--- src/rtl/njesia_kontrollit.sv ---
// Multi-cycle control unit: sequences FETCH/DECODE/EXEC/MEM/WB/HALT, drives ALU,
// memory, register-file and PC strobes, and counts retired instructions.
module njesia_kontrollit (
  input  logic        Clock,
  input  logic        Reset,
  input  logic [15:0] Instr,
  input  logic        Zero,
  input  logic        MemReady,
  output logic [2:0]  ALUOp,
  output logic        ALUSrc,
  output logic        IorD,
  output logic        MemRead,
  output logic        MemWrite,
  output logic        IRWrite,
  output logic        PCWrite,
  output logic        PCSrc,
  output logic        RegWrite,
  output logic        MemToReg,
  output logic        Halted,
  output logic        IllegalOp,
  output logic [2:0]  State,
  output logic [15:0] RetiredCount
);

  typedef enum logic [2:0] {
    FETCH  = 3'b000,
    DECODE = 3'b001,
    EXEC   = 3'b010,
    MEM    = 3'b011,
    WB     = 3'b100,
    HALT   = 3'b101
  } state_t;

  localparam logic [3:0] OP_RTYPE = 4'h0;
  localparam logic [3:0] OP_ADDI  = 4'h1;
  localparam logic [3:0] OP_SLLI  = 4'h2;
  localparam logic [3:0] OP_LW    = 4'h3;
  localparam logic [3:0] OP_SW    = 4'h4;
  localparam logic [3:0] OP_BEQ   = 4'h5;
  localparam logic [3:0] OP_HALT  = 4'hF;

  function automatic logic is_legal(input logic [3:0] op, input logic [2:0] fn);
    case (op)
      OP_RTYPE:                                      is_legal = (fn != 3'b111);
      OP_ADDI, OP_SLLI, OP_LW, OP_SW, OP_BEQ, OP_HALT: is_legal = 1'b1;
      default:                                       is_legal = 1'b0;
    endcase
  endfunction

  function automatic logic [2:0] alu_sel(input logic [3:0] op, input logic [2:0] fn);
    case (op)
      OP_RTYPE:              alu_sel = fn;
      OP_ADDI, OP_LW, OP_SW: alu_sel = 3'b010;
      OP_SLLI:               alu_sel = 3'b100;
      OP_BEQ:                alu_sel = 3'b110;
      default:               alu_sel = 3'b000;
    endcase
  endfunction

  state_t      state_r, state_nxt_s;
  logic [3:0]  opcode_r;
  logic [2:0]  funct_r;
  logic [15:0] retired_r;
  logic        retire_s;
  logic [2:0]  alu_op_s;
  logic        alu_src_s, iord_s, mem_read_s, mem_write_s, ir_write_s;
  logic        pc_write_s, pc_src_s, reg_write_s, mem_to_reg_s, halted_s, illegal_s;
  logic        unused_s;

  // Instr bits between opcode and funct belong to the datapath, not to control.
  assign unused_s = ^Instr[11:3];

  // State register, decoded-field latches and retire counter.
  always_ff @(posedge Clock) begin
    if (Reset) begin
      state_r   <= FETCH;
      opcode_r  <= 4'h0;
      funct_r   <= 3'b000;
      retired_r <= 16'h0000;
    end else begin
      state_r <= state_nxt_s;
      if (state_r == DECODE) begin
        opcode_r <= Instr[15:12];
        funct_r  <= Instr[2:0];
      end else begin
        opcode_r <= opcode_r;
        funct_r  <= funct_r;
      end
      if (retire_s) begin
        retired_r <= retired_r + 16'd1;
      end else begin
        retired_r <= retired_r;
      end
    end
  end

  // Next-state and raw strobe decode from state and latched opcode.
  always_comb begin
    state_nxt_s  = state_r;
    retire_s     = 1'b0;
    alu_op_s     = 3'b000;
    alu_src_s    = 1'b0;
    iord_s       = 1'b0;
    mem_read_s   = 1'b0;
    mem_write_s  = 1'b0;
    ir_write_s   = 1'b0;
    pc_write_s   = 1'b0;
    pc_src_s     = 1'b0;
    reg_write_s  = 1'b0;
    mem_to_reg_s = 1'b0;
    halted_s     = 1'b0;
    illegal_s    = 1'b0;
    case (state_r)
      FETCH: begin
        mem_read_s = 1'b1;
        if (MemReady) begin
          ir_write_s  = 1'b1;
          pc_write_s  = 1'b1;
          state_nxt_s = DECODE;
        end else begin
          state_nxt_s = FETCH;
        end
      end
      // Decode looks at the live IR; the latched copies take over from EXEC on.
      DECODE: begin
        if (!is_legal(Instr[15:12], Instr[2:0])) begin
          illegal_s   = 1'b1;
          state_nxt_s = FETCH;
        end else if (Instr[15:12] == OP_HALT) begin
          state_nxt_s = HALT;
        end else begin
          state_nxt_s = EXEC;
        end
      end
      EXEC: begin
        alu_op_s  = alu_sel(opcode_r, funct_r);
        alu_src_s = (opcode_r == OP_ADDI) || (opcode_r == OP_SLLI) ||
                    (opcode_r == OP_LW)   || (opcode_r == OP_SW);
        if (opcode_r == OP_BEQ) begin
          pc_src_s    = 1'b1;
          pc_write_s  = Zero;
          retire_s    = 1'b1;
          state_nxt_s = FETCH;
        end else if ((opcode_r == OP_LW) || (opcode_r == OP_SW)) begin
          state_nxt_s = MEM;
        end else begin
          state_nxt_s = WB;
        end
      end
      MEM: begin
        iord_s      = 1'b1;
        mem_read_s  = (opcode_r == OP_LW);
        mem_write_s = (opcode_r == OP_SW);
        if (!MemReady) begin
          state_nxt_s = MEM;
        end else if (opcode_r == OP_SW) begin
          retire_s    = 1'b1;
          state_nxt_s = FETCH;
        end else begin
          state_nxt_s = WB;
        end
      end
      WB: begin
        reg_write_s  = 1'b1;
        mem_to_reg_s = (opcode_r == OP_LW);
        retire_s     = 1'b1;
        state_nxt_s  = FETCH;
      end
      HALT: begin
        halted_s    = 1'b1;
        state_nxt_s = HALT;
      end
      default: begin
        state_nxt_s = FETCH;
      end
    endcase
  end

  // Reset masks every output so an aborted access never strobes in the reset cycle.
  always_comb begin
    if (Reset) begin
      ALUOp        = 3'b000;
      ALUSrc       = 1'b0;
      IorD         = 1'b0;
      MemRead      = 1'b0;
      MemWrite     = 1'b0;
      IRWrite      = 1'b0;
      PCWrite      = 1'b0;
      PCSrc        = 1'b0;
      RegWrite     = 1'b0;
      MemToReg     = 1'b0;
      Halted       = 1'b0;
      IllegalOp    = 1'b0;
      State        = 3'b000;
      RetiredCount = 16'h0000;
    end else begin
      ALUOp        = alu_op_s;
      ALUSrc       = alu_src_s;
      IorD         = iord_s;
      MemRead      = mem_read_s;
      MemWrite     = mem_write_s;
      IRWrite      = ir_write_s;
      PCWrite      = pc_write_s;
      PCSrc        = pc_src_s;
      RegWrite     = reg_write_s;
      MemToReg     = mem_to_reg_s;
      Halted       = halted_s;
      IllegalOp    = illegal_s;
      State        = state_r;
      RetiredCount = retired_r;
    end
  end

endmodule

--- config.mk ---
export PLATFORM = sky130hd
export DESIGN_NAME = njesia_kontrollit
export DESIGN_NICKNAME = d
export VERILOG_FILES = /design/src/rtl/njesia_kontrollit.sv
export SDC_FILE = /design/constraint.sdc
export NUM_CORES = 1
export LEC_CHECK = 0
export ABC_AREA = 1
export BUFFER_PORTS_ARGS = -buffer_cell sky130_fd_sc_hd__buf_2
export CORE_UTILIZATION = 35
export CTS_BUF_LIST = sky130_fd_sc_hd__clkbuf_4 sky130_fd_sc_hd__clkbuf_8 sky130_fd_sc_hd__clkbuf_16
export CTS_CLUSTER_DIAMETER = 120
export DETAILED_ROUTE_END_ITERATION = 6
export GPL_TIMING_DRIVEN = 1
export PLACE_DENSITY = 0.68
export SKIP_CTS_REPAIR_TIMING = 1
export SLEW_MARGIN = 30
export SYNTH_ARGS = -nofsm -noshare
export SYNTH_HDL_FRONTEND = slang
export SYNTH_SLANG_ARGS = --single-unit
--- constraint.sdc ---
create_clock -name Clock -period 1.9 [get_ports Clock]
set_input_delay 0.38 -clock Clock [delete_from_list [all_inputs] [get_ports Clock]]
set_output_delay 0.38 -clock Clock [all_outputs]
set_load 0.01 [all_outputs]
==> flow_summary.yaml, run 1 <==
outcome:
  run_status: "complete, no violations"
floorplanning:
  die_y_um: 75.5
  floorplan.die_area_um2: 5700
  row_count: 26
  ioPinCount: 53
  total_core_area_um2: 5170
  effective_utilization_at_floorplan: 0.366
  die_x_um: 75.5
cells_and_area:
  antenna_cells: 0
  layout.filler_cells: 559
  fin_util: 0.427
  final_nets: 355
  flow.area_growth_from_synthesis_pct: 16.7
  multi_input_area_um2: 1120
  final_cells: 402
  layout.area.seq_um2: 527
  final_layout_size_suffix_gt1_frac: 0.280
placed_design:
  port_buffers: 43
  dp_slack_ns: 0.273
  placed_cells_incl_taps: 396
  place.detailed.hpwl_mm: 3.27
  gp_congestion: 0.856
power_and_ir_drop:
  power.combinational.fraction: 0.149
  leakage_nw: 0.979
  clkPwrFrac: 0.303
  sequentialPowerShare: 0.547
  vdd_ir_drop_max_mv: 0.358
  p_per_area_nw_per_um2: 478
  swShare: 0.280
  power_switching_w: 0.000296
  intPower_w: 0.000759
timing:
  timing.final.max_slew_violations: 0
  max_slew_margin: 0.817
  fin_setup_tns_ns: 0
  period_share: 0.960
  final.setup.worst_slack_ns: 0.0762
  layout_min_cycle_time_ns: 1.82
  transition_time_of_the_tightest_slew_check_pin_ns: 0.274
  hold_ws_ns: 0.343
  achievable-frequency_ghz: 0.548
  finalSetupViolations: 0
  grt_setup_unrepaired: "true"
  hold_viol: 0
  fin_skew_ns: 0.00614
synthesis:
  ys_ff_latch: 26
  yosys.cell_count.top_type: "nor2_1"
  postSynth.topFlopCell: "dfxtp_1"
  async_reset_ff_frac: 0
  synth.cells.most_frequent: "nor2_1 (54), nand2_1 (53), inv_1 (35)"
  cell_count_after_synthesis: 289
  synth_edf_count: 0
  ys_types: 27
  netlist.top_cell.by_area: "dfxtp_1"
  synth_sequential_area_ratio: 0.275
  synth.top_cells.by_area: "dfxtp_1 (28%), nor2_1 (11%), nand2_1 (11%)"
  yosysTopAreaCellShare: 0.275
  syn-cell-area_um2: 1890
  synth.avg_cell_area_um2: 6.55
  ys.warnings.count: 0
  mappedNetlistNets: 310
setup_path:
  worst-path-stages: 6
  critical-path-top-delay-family: "simple AND/OR/NAND/NOR gates"
  timing_worst_setup_path_type: "reg -> out"
  r2r-end: "retired_r[6]"
  crit_path_start_kind: "flop"
  worst-endpoint-arrival_ns: 1.44
  critical-path-max-stage-delay_ns: 0.36
  worst-path-max-fanout: 4
  worst_setup_path_startpoint: "state_r[2]"
  register_to_register_path_setup_slack_ns: 0.34
  worst_setup_path_end_kind: "output port"
  cell_at_the_slowest_stage_of_the_critical_path: "dfxtp_2"
  worst_r2r_path_depth: 6
  worst_r2r_startpoint: "retired_r[0]"
  path_cells: "inv_2 -> nand2_4 -> nor3_2 -> o211ai_1 -> nor4_1 -> buf_2"
  critPathCapture: "ALUOp[0]"
  timing.critical_path.buf_inv: 2
  worst_ep_required_time_ns: 1.52
routing:
  drc: 0
  routed-via-count: 1947
  viasPerCell: 4.84
  drt_pass1_iterations: 4
  routed_wl_mm: 4.39
  wl_per_cell_um: 10.9
  antenna_violating_nets_post_route: 0
  drt_iter0_markers: 105
cts:
  clockRootBuffer: "clkbuf_8"
  clk_latency_ns: 0.27
  cts.sinks: 26
  tritoncts: "yes"
  cts_max_path_buffers: 2
  cts_buffers: 3
  clock_transition_at_the_registers_of_the_reported_paths_ns: 0.09
  htree_num_levels: 1
hold_path:
  worstHoldPathType: "in -> reg"
run:
  maxCapViolations: 0
global_route:
  first_global_vias: 1647
  grt_use_total: 0.165
  grt_pass1_wl_mm: 7.29
  grt_remaining_overflow: 0
  number_of_antenna_violations_at_the_first_check_in_global_routing: 0
  maximum_number_of_pins_on_one_net_before_global_route_repair: 46
-- worst register-to-register path, cell delays in order (launching register included) --
cell and delay, ns:
dfxtp_1 0.43, ha_1 0.26, nand3_1 0.19, nor2_1 0.24, xor2_1 0.20, nand2_2 0.07
a21oi_2 0.11
-- metal layers --
layer	track usage	up-vias	part of all wire
met5	0	-	0
met3	0.0291	4	0.050
li1	-	1021	-
met2	0.287	49	0.47
met1	0.212	873	0.47
met4	0.0432	0	0.011
-- placed cells by master, fill, tap and decap left out, drive strengths merged --
cell and n:
a21oi 20, a31oi 2, buf 50, clkbuf 3
clkinv 1, dfxtp 26, ha 1, inv 39
nand2 66, nand3 12, nand4 21, nor2 59
nor3 6, nor4 2, o211ai 2, o21a 1
o21ai 14, xor2 7
-- flip-flops by register name (all words and copies together) (netlist names) --
register,cells
state_r,3
retired_r,16
funct_r,3
opcode_r,4
-- worst min-delay path by stage --
stage | slack (ns) | from | end | cells after the start
floorplan | 0.43 | funct_r[0] | funct_r[0] | 2
global placement | 0.45 | funct_r[0] | funct_r[0] | 2
detailed placement | 0.45 | funct_r[0] | funct_r[0] | 2
CTS | 0.34 | Instr[2] | funct_r[2] | 3
global route | 0.37 | Instr[1] | funct_r[1] | 3
finish | 0.34 | Instr[2] | funct_r[2] | 3
-- kinds of logic (layout without fill, tap and decap cells) --
group,after synthesis,after routing,synth area share
and+or+nand+nor,166,166,0.419
buffers and inverters,50,93,0.138
AOI/OAI and AO/OA,39,39,0.128
DFF,26,26,0.275
xor gates and xnor gates,7,7,0.0324
adders and majority gates,1,1,0.00661
-- area by class of cell --
| class | count | area share |
|---|---|---|
| Sequential cell | 26 | 0.239 |
| Multi-Input combinational cell | 213 | 0.508 |
| Inverter | 40 | 0.0680 |
| Clock buffer | 3 | 0.0187 |
| Timing Repair Buffer | 50 | 0.127 |
| Tap cell | 70 | 0.0397 |
-- per-stage QoR --
| stage | total power (W) | instance area (um^2) |
|---|---|---|
| 6_report | 0.00106 | 2210 |
| 5_1_grt | 0.00112 | 2210 |
| 4_1_cts | 0.00107 | 2170 |
| 3_5_place_dp | 0.000742 | 2130 |
| 3_3_place_gp | 0.000741 | 2130 |
| 2_1_floorplan | 0.000700 | 1890 |
-- power by group through the flow --
| stage | registers, W | logic (W) | clock network (W) |
|---|---|---|---|
| 3_5_place_dp | 0.000589 | 0.000153 | 0 |
| 6_report | 0.000578 | 0.000157 | 0.000320 |
| 2_1_floorplan | 0.000586 | 0.000115 | 0 |
| 4_1_cts | 0.000576 | 0.000154 | 0.000335 |
| 3_3_place_gp | 0.000589 | 0.000152 | 0 |
| 5_1_grt | 0.000580 | 0.000180 | 0.000355 |
Note: power is estimated with default switching activity, not from simulation.
==> inputs of run 2 (changes only) <==
--- a/config.mk
+++ b/config.mk
@@ -6,7 +6,7 @@
 export NUM_CORES = 1
 export LEC_CHECK = 0
 export ABC_AREA = 1
-export BUFFER_PORTS_ARGS = -buffer_cell sky130_fd_sc_hd__buf_2
+export BUFFER_PORTS_ARGS = -buffer_cell sky130_fd_sc_hd__buf_4
 export CORE_UTILIZATION = 35
 export CTS_BUF_LIST = sky130_fd_sc_hd__clkbuf_4 sky130_fd_sc_hd__clkbuf_8 sky130_fd_sc_hd__clkbuf_16
 export CTS_CLUSTER_DIAMETER = 120
==> run 2 against run 1 <==
Die area stayed put. Critical path type unchanged. Non-clock buffer count stayed put. Clock power hardly changed. Final area is 4.9% higher.
==> flow_summary.yaml, run 2 (synthesized netlist as in run 1, its figures left out) <==
outcome:
  run_status: "complete, no violations"
routing:
  routed_wl_mm: 4.76
  antenna_violating_nets_post_route: 0
  routed-via-count: 1989
  drt_iter0_markers: 109
  drc: 0
  wl_per_cell_um: 11.9
  viasPerCell: 4.95
  drt_pass1_iterations: 4
timing:
  fin_skew_ns: 0.00362
  transition_time_of_the_tightest_slew_check_pin_ns: 0.382
  layout_min_cycle_time_ns: 1.89
  fin_setup_tns_ns: 0
  max_slew_margin: 0.745
  hold_viol: 0
  finalSetupViolations: 0
  timing.final.max_slew_violations: 0
  achievable-frequency_ghz: 0.530
  grt_setup_unrepaired: "true"
  period_share: 0.993
setup_path:
  crit_path_start_kind: "flop"
  timing_worst_setup_path_type: "reg -> out"
  worst_ep_required_time_ns: 1.52
  register_to_register_path_setup_slack_ns: 0.30
  worst-endpoint-arrival_ns: 1.51
  worst_setup_path_startpoint: "state_r[2]"
  worst_setup_path_end_kind: "output port"
  worst_r2r_startpoint: "retired_r[0]"
  worst-path-max-fanout: 4
cells_and_area:
  antenna_cells: 0
  multi_input_area_um2: 1140
  reg.largest.list: "retired_r (16), opcode_r (4)"
  final_layout_size_suffix_gt1_frac: 0.280
  layout.filler_cells: 534
  flow.area_growth_from_synthesis_pct: 22.5
  final_cells: 402
  layout.cells.most_common_list: "nand2_1 (53), nor2_1 (53), buf_4 (50)"
  design_area_um2: 2320
  layout.area.seq_um2: 523
  largest_register_ffs: 16
  final_nets: 355
  top_register: "retired_r"
run:
  maxCapViolations: 0
cts:
  clk_latency_ns: 0.27
  clock_transition_at_the_registers_of_the_reported_paths_ns: 0.09
  cts.sinks: 26
  cts_max_path_buffers: 2
  clockRootBuffer: "clkbuf_8"
  cts_buffers: 3
  htree_num_levels: 1
  tritoncts: "yes"
floorplanning:
  die_y_um: 75.5
  ioPinCount: 53
  effective_utilization_at_floorplan: 0.366
  floorplan.die_area_um2: 5700
  die_x_um: 75.5
  total_core_area_um2: 5170
  row_count: 26
hold_path:
  worstHoldPathType: "in -> reg"
  hold_path_startpoint: "Instr[2]"
power_and_ir_drop:
  leakage_nw: 0.976
  vdd_ir_drop_max_mv: 0.256
  totalPowerFinal_w: 0.00107
  p_per_area_nw_per_um2: 463
placed_design:
  place.detailed.hpwl_mm: 3.47
  port_buffers: 43
  placed_cells_incl_taps: 396
  gp_congestion: 0.854
  cell_area_after_placement_um2: 2220
global_route:
  grt_remaining_overflow: 0
  first_global_vias: 1761
  maximum_number_of_pins_on_one_net_before_global_route_repair: 34
  grt_use_total: 0.172
  number_of_antenna_violations_at_the_first_check_in_global_routing: 0
  grt_pass1_wl_mm: 7.56
## run 2: through the flow
| step | util | worst slack, ns | hold slack (ns) |
|---|---|---|---|
| 2_1_floorplan | - | 0.227 | 0.429 |
| 3_3_place_gp | 0.429 | 0.127 | 0.448 |
| 3_5_place_dp | 0.429 | 0.119 | 0.451 |
| 4_1_cts | 0.437 | -0.125 | 0.339 |
| 5_1_grt | 0.448 | -0.0858 | 0.352 |
| 6_report | 0.448 | 0.0136 | 0.342 |
## run 2: path summary, 6_finish.rpt
kind,endpoint,cells past startpoint
worst max register to register,retired_r[14],8
worst max-delay path,ALUOp[0],6
worst min register to register,funct_r[0],2
worst min-delay path,funct_r[2],3
## run 2: layer usage
layer | share of wire | track usage
met5 | 0 | 0
met4 | 0.0048 | 0.0412
met3 | 0.043 | 0.0278
met2 | 0.49 | 0.315
met1 | 0.46 | 0.211
## run 2: report_power, final
group          internal [W]  switching [W]  total (W)  leakage, nW
Clock              0.000142       0.000176   0.000318       0.0216
Combinational     0.0000662       0.000110   0.000176        0.743
Sequential         0.000562      0.0000173   0.000579        0.212
Total              0.000770       0.000303    0.00107        0.976
## run 2: cell type report
cell class,count,share of cell area
multi-input cells,213,0.492
inverters,40,0.0648
clock buffers,3,0.0178
repair buffers,50,0.162
well taps,70,0.0378
flip-flops and latches,26,0.226
## run 2: worst max-delay path: stages (launching register included)
cell	delay (ns)
dfxtp_2	0.36
inv_2	0.09
nand2_4	0.09
nor3_4	0.15
o211ai_1	0.18
nor4_1	0.20
buf_4	0.16
==> inputs of run 3 (changes only) <==
==> constraint.sdc (replaced) <==
create_clock -name Clock -period 2.4 [get_ports Clock]
set_input_delay 0.48 -clock Clock [delete_from_list [all_inputs] [get_ports Clock]]
set_output_delay 0.48 -clock Clock [all_outputs]
set_load 0.01 [all_outputs]
==> run 3 against run 2 <==
Non-clock buffer count is 4 lower. Largest cell class unchanged. Sequential share of layout area is 0.52 points higher. Setup slack better by 0.25 ns. Final area is 2.7% lower. Combinational power is 28% lower. Total power is 22% lower. Highest routed layer unchanged. Utilization is 1.2 points lower. Register-to-register slack better by 0.46 ns.
==> flow_summary.yaml, run 3 (synthesized netlist as in run 1, its figures left out) <==
outcome:
  run_status: "complete, no violations"
cells_and_area:
  mostFrequentLayoutCell: "nor2_1"
  fin_util: 0.436
  layout.cells.most_common_list: "nor2_1 (54), nand2_1 (53), buf_4 (46)"
  design_area_um2: 2250
  largest_register_ffs: 16
  reg.largest.list: "retired_r (16), opcode_r (4)"
  final_cells: 398
  final_layout_size_suffix_gt1_frac: 0.253
  final_nets: 351
  layout.filler_cells: 546
  flow.area_growth_from_synthesis_pct: 19.2
  top_register: "retired_r"
  antenna_cells: 0
setup_path:
  worst-path-max-fanout: 4
  r2r-end: "retired_r[0]"
  worst_ep_required_time_ns: 1.92
  worst_r2r_startpoint: "state_r[2]"
  timing_worst_setup_path_type: "reg -> out"
  register_to_register_path_setup_slack_ns: 0.76
  worst_setup_path_end_kind: "output port"
  crit_path_start_kind: "flop"
  worst_r2r_path_depth: 7
  worst-endpoint-arrival_ns: 1.66
routing:
  wl_per_cell_um: 11.1
  routed_wl_mm: 4.41
  drc: 0
  routed-via-count: 1899
  viasPerCell: 4.77
  drt_iter0_markers: 98
  antenna_violating_nets_post_route: 0
  drt_pass1_iterations: 4
placed_design:
  gp_congestion: 0.811
  port_buffers: 43
  cell_area_after_placement_um2: 2210
  place.detailed.hpwl_mm: 3.31
  placed_cells_incl_taps: 395
timing:
  fin_setup_tns_ns: 0
  grt_setup_unrepaired: "false"
  fin_skew_ns: 0.00505
  timing.final.max_slew_violations: 0
  transition_time_of_the_tightest_slew_check_pin_ns: 0.351
  hold_viol: 0
  finalSetupViolations: 0
  period_share: 0.892
  layout_min_cycle_time_ns: 2.14
  achievable-frequency_ghz: 0.467
  max_slew_margin: 0.766
floorplanning:
  ioPinCount: 53
  row_count: 26
  die_y_um: 75.5
  effective_utilization_at_floorplan: 0.366
  floorplan.die_area_um2: 5700
  die_x_um: 75.5
  total_core_area_um2: 5170
cts:
  cts_max_path_buffers: 2
  clock_transition_at_the_registers_of_the_reported_paths_ns: 0.09
  clk_latency_ns: 0.27
  tritoncts: "yes"
  htree_num_levels: 1
  clockRootBuffer: "clkbuf_8"
  cts_buffers: 3
  cts.sinks: 26
power_and_ir_drop:
  leakage_nw: 0.956
  p_per_area_nw_per_um2: 370
  totalPowerFinal_w: 0.000834
  vdd_ir_drop_max_mv: 0.258
global_route:
  grt_remaining_overflow: 0
  maximum_number_of_pins_on_one_net_before_global_route_repair: 30
  number_of_antenna_violations_at_the_first_check_in_global_routing: 0
  grt_use_total: 0.165
  grt_pass1_wl_mm: 7.44
  first_global_vias: 1641
hold_path:
  timing.hold.worst_path_depth: 3
  worstHoldPathType: "in -> reg"
  holdPathEnd: "funct_r[1]"
  hold_path_startpoint: "Instr[1]"
run:
  maxCapViolations: 0
-- run 3: how the worst max path moves through the flow --
| stage | startpoint | to | slack [ns] |
|---|---|---|---|
| after floorplan | Reset | ALUOp[0] | 0.57 |
| after global placement | Reset | ALUOp[0] | 0.43 |
| after detailed placement | Reset | ALUOp[0] | 0.40 |
| after CTS | state_r[2] | ALUOp[0] | 0.25 |
| after global routing | state_r[2] | ALUOp[0] | 0.07 |
| final | state_r[2] | ALUOp[0] | 0.26 |
-- run 3: metal layers --
layer  GRT usage  up-vias  wire length (um)
li1            -     1010                 -
met1       0.217      842              2150
met2       0.295       45              2070
met3      0.0198        2               167
met4      0.0247        0                22
met5           0        -                 0
-- run 3: cell type report --
class / instances / area [um^2] / share of cell area
multi-input combinational: 213 / 1110 / 0.492
tap: 70 / 87.6 / 0.0388
timing repair buffer: 46 / 345 / 0.153
clock buffer: 3 / 41.3 / 0.0183
sequential: 26 / 520 / 0.231
inverter: 40 / 150 / 0.0666
-- run 3: through the flow --
| step | hold slack, ns | setup WS [ns] |
|---|---|---|
| floorplan | 0.429 | 0.575 |
| global placement | 0.447 | 0.430 |
| detailed placement | 0.451 | 0.401 |
| CTS | 0.443 | 0.255 |
| global route | 0.455 | 0.0738 |
| finish | 0.443 | 0.260 |
-- run 3: critical path, stage by stage, from the launching register on --
cell	delay (ns)
dfxtp_1	0.39
inv_2	0.12
nand2_4	0.07
nor3_1	0.25
o211ai_1	0.19
nor4_1	0.20
buf_4	0.17
-- run 3: report_power, final --
part	leakage [nW]	total (W)	switching (W)	internal (W)
Sequential	0.211	0.000457	0.0000122	0.000444
Combinational	0.724	0.000126	0.0000791	0.0000469
Clock	0.0216	0.000251	0.000139	0.000112
Total	0.956	0.000834	0.000230	0.000604
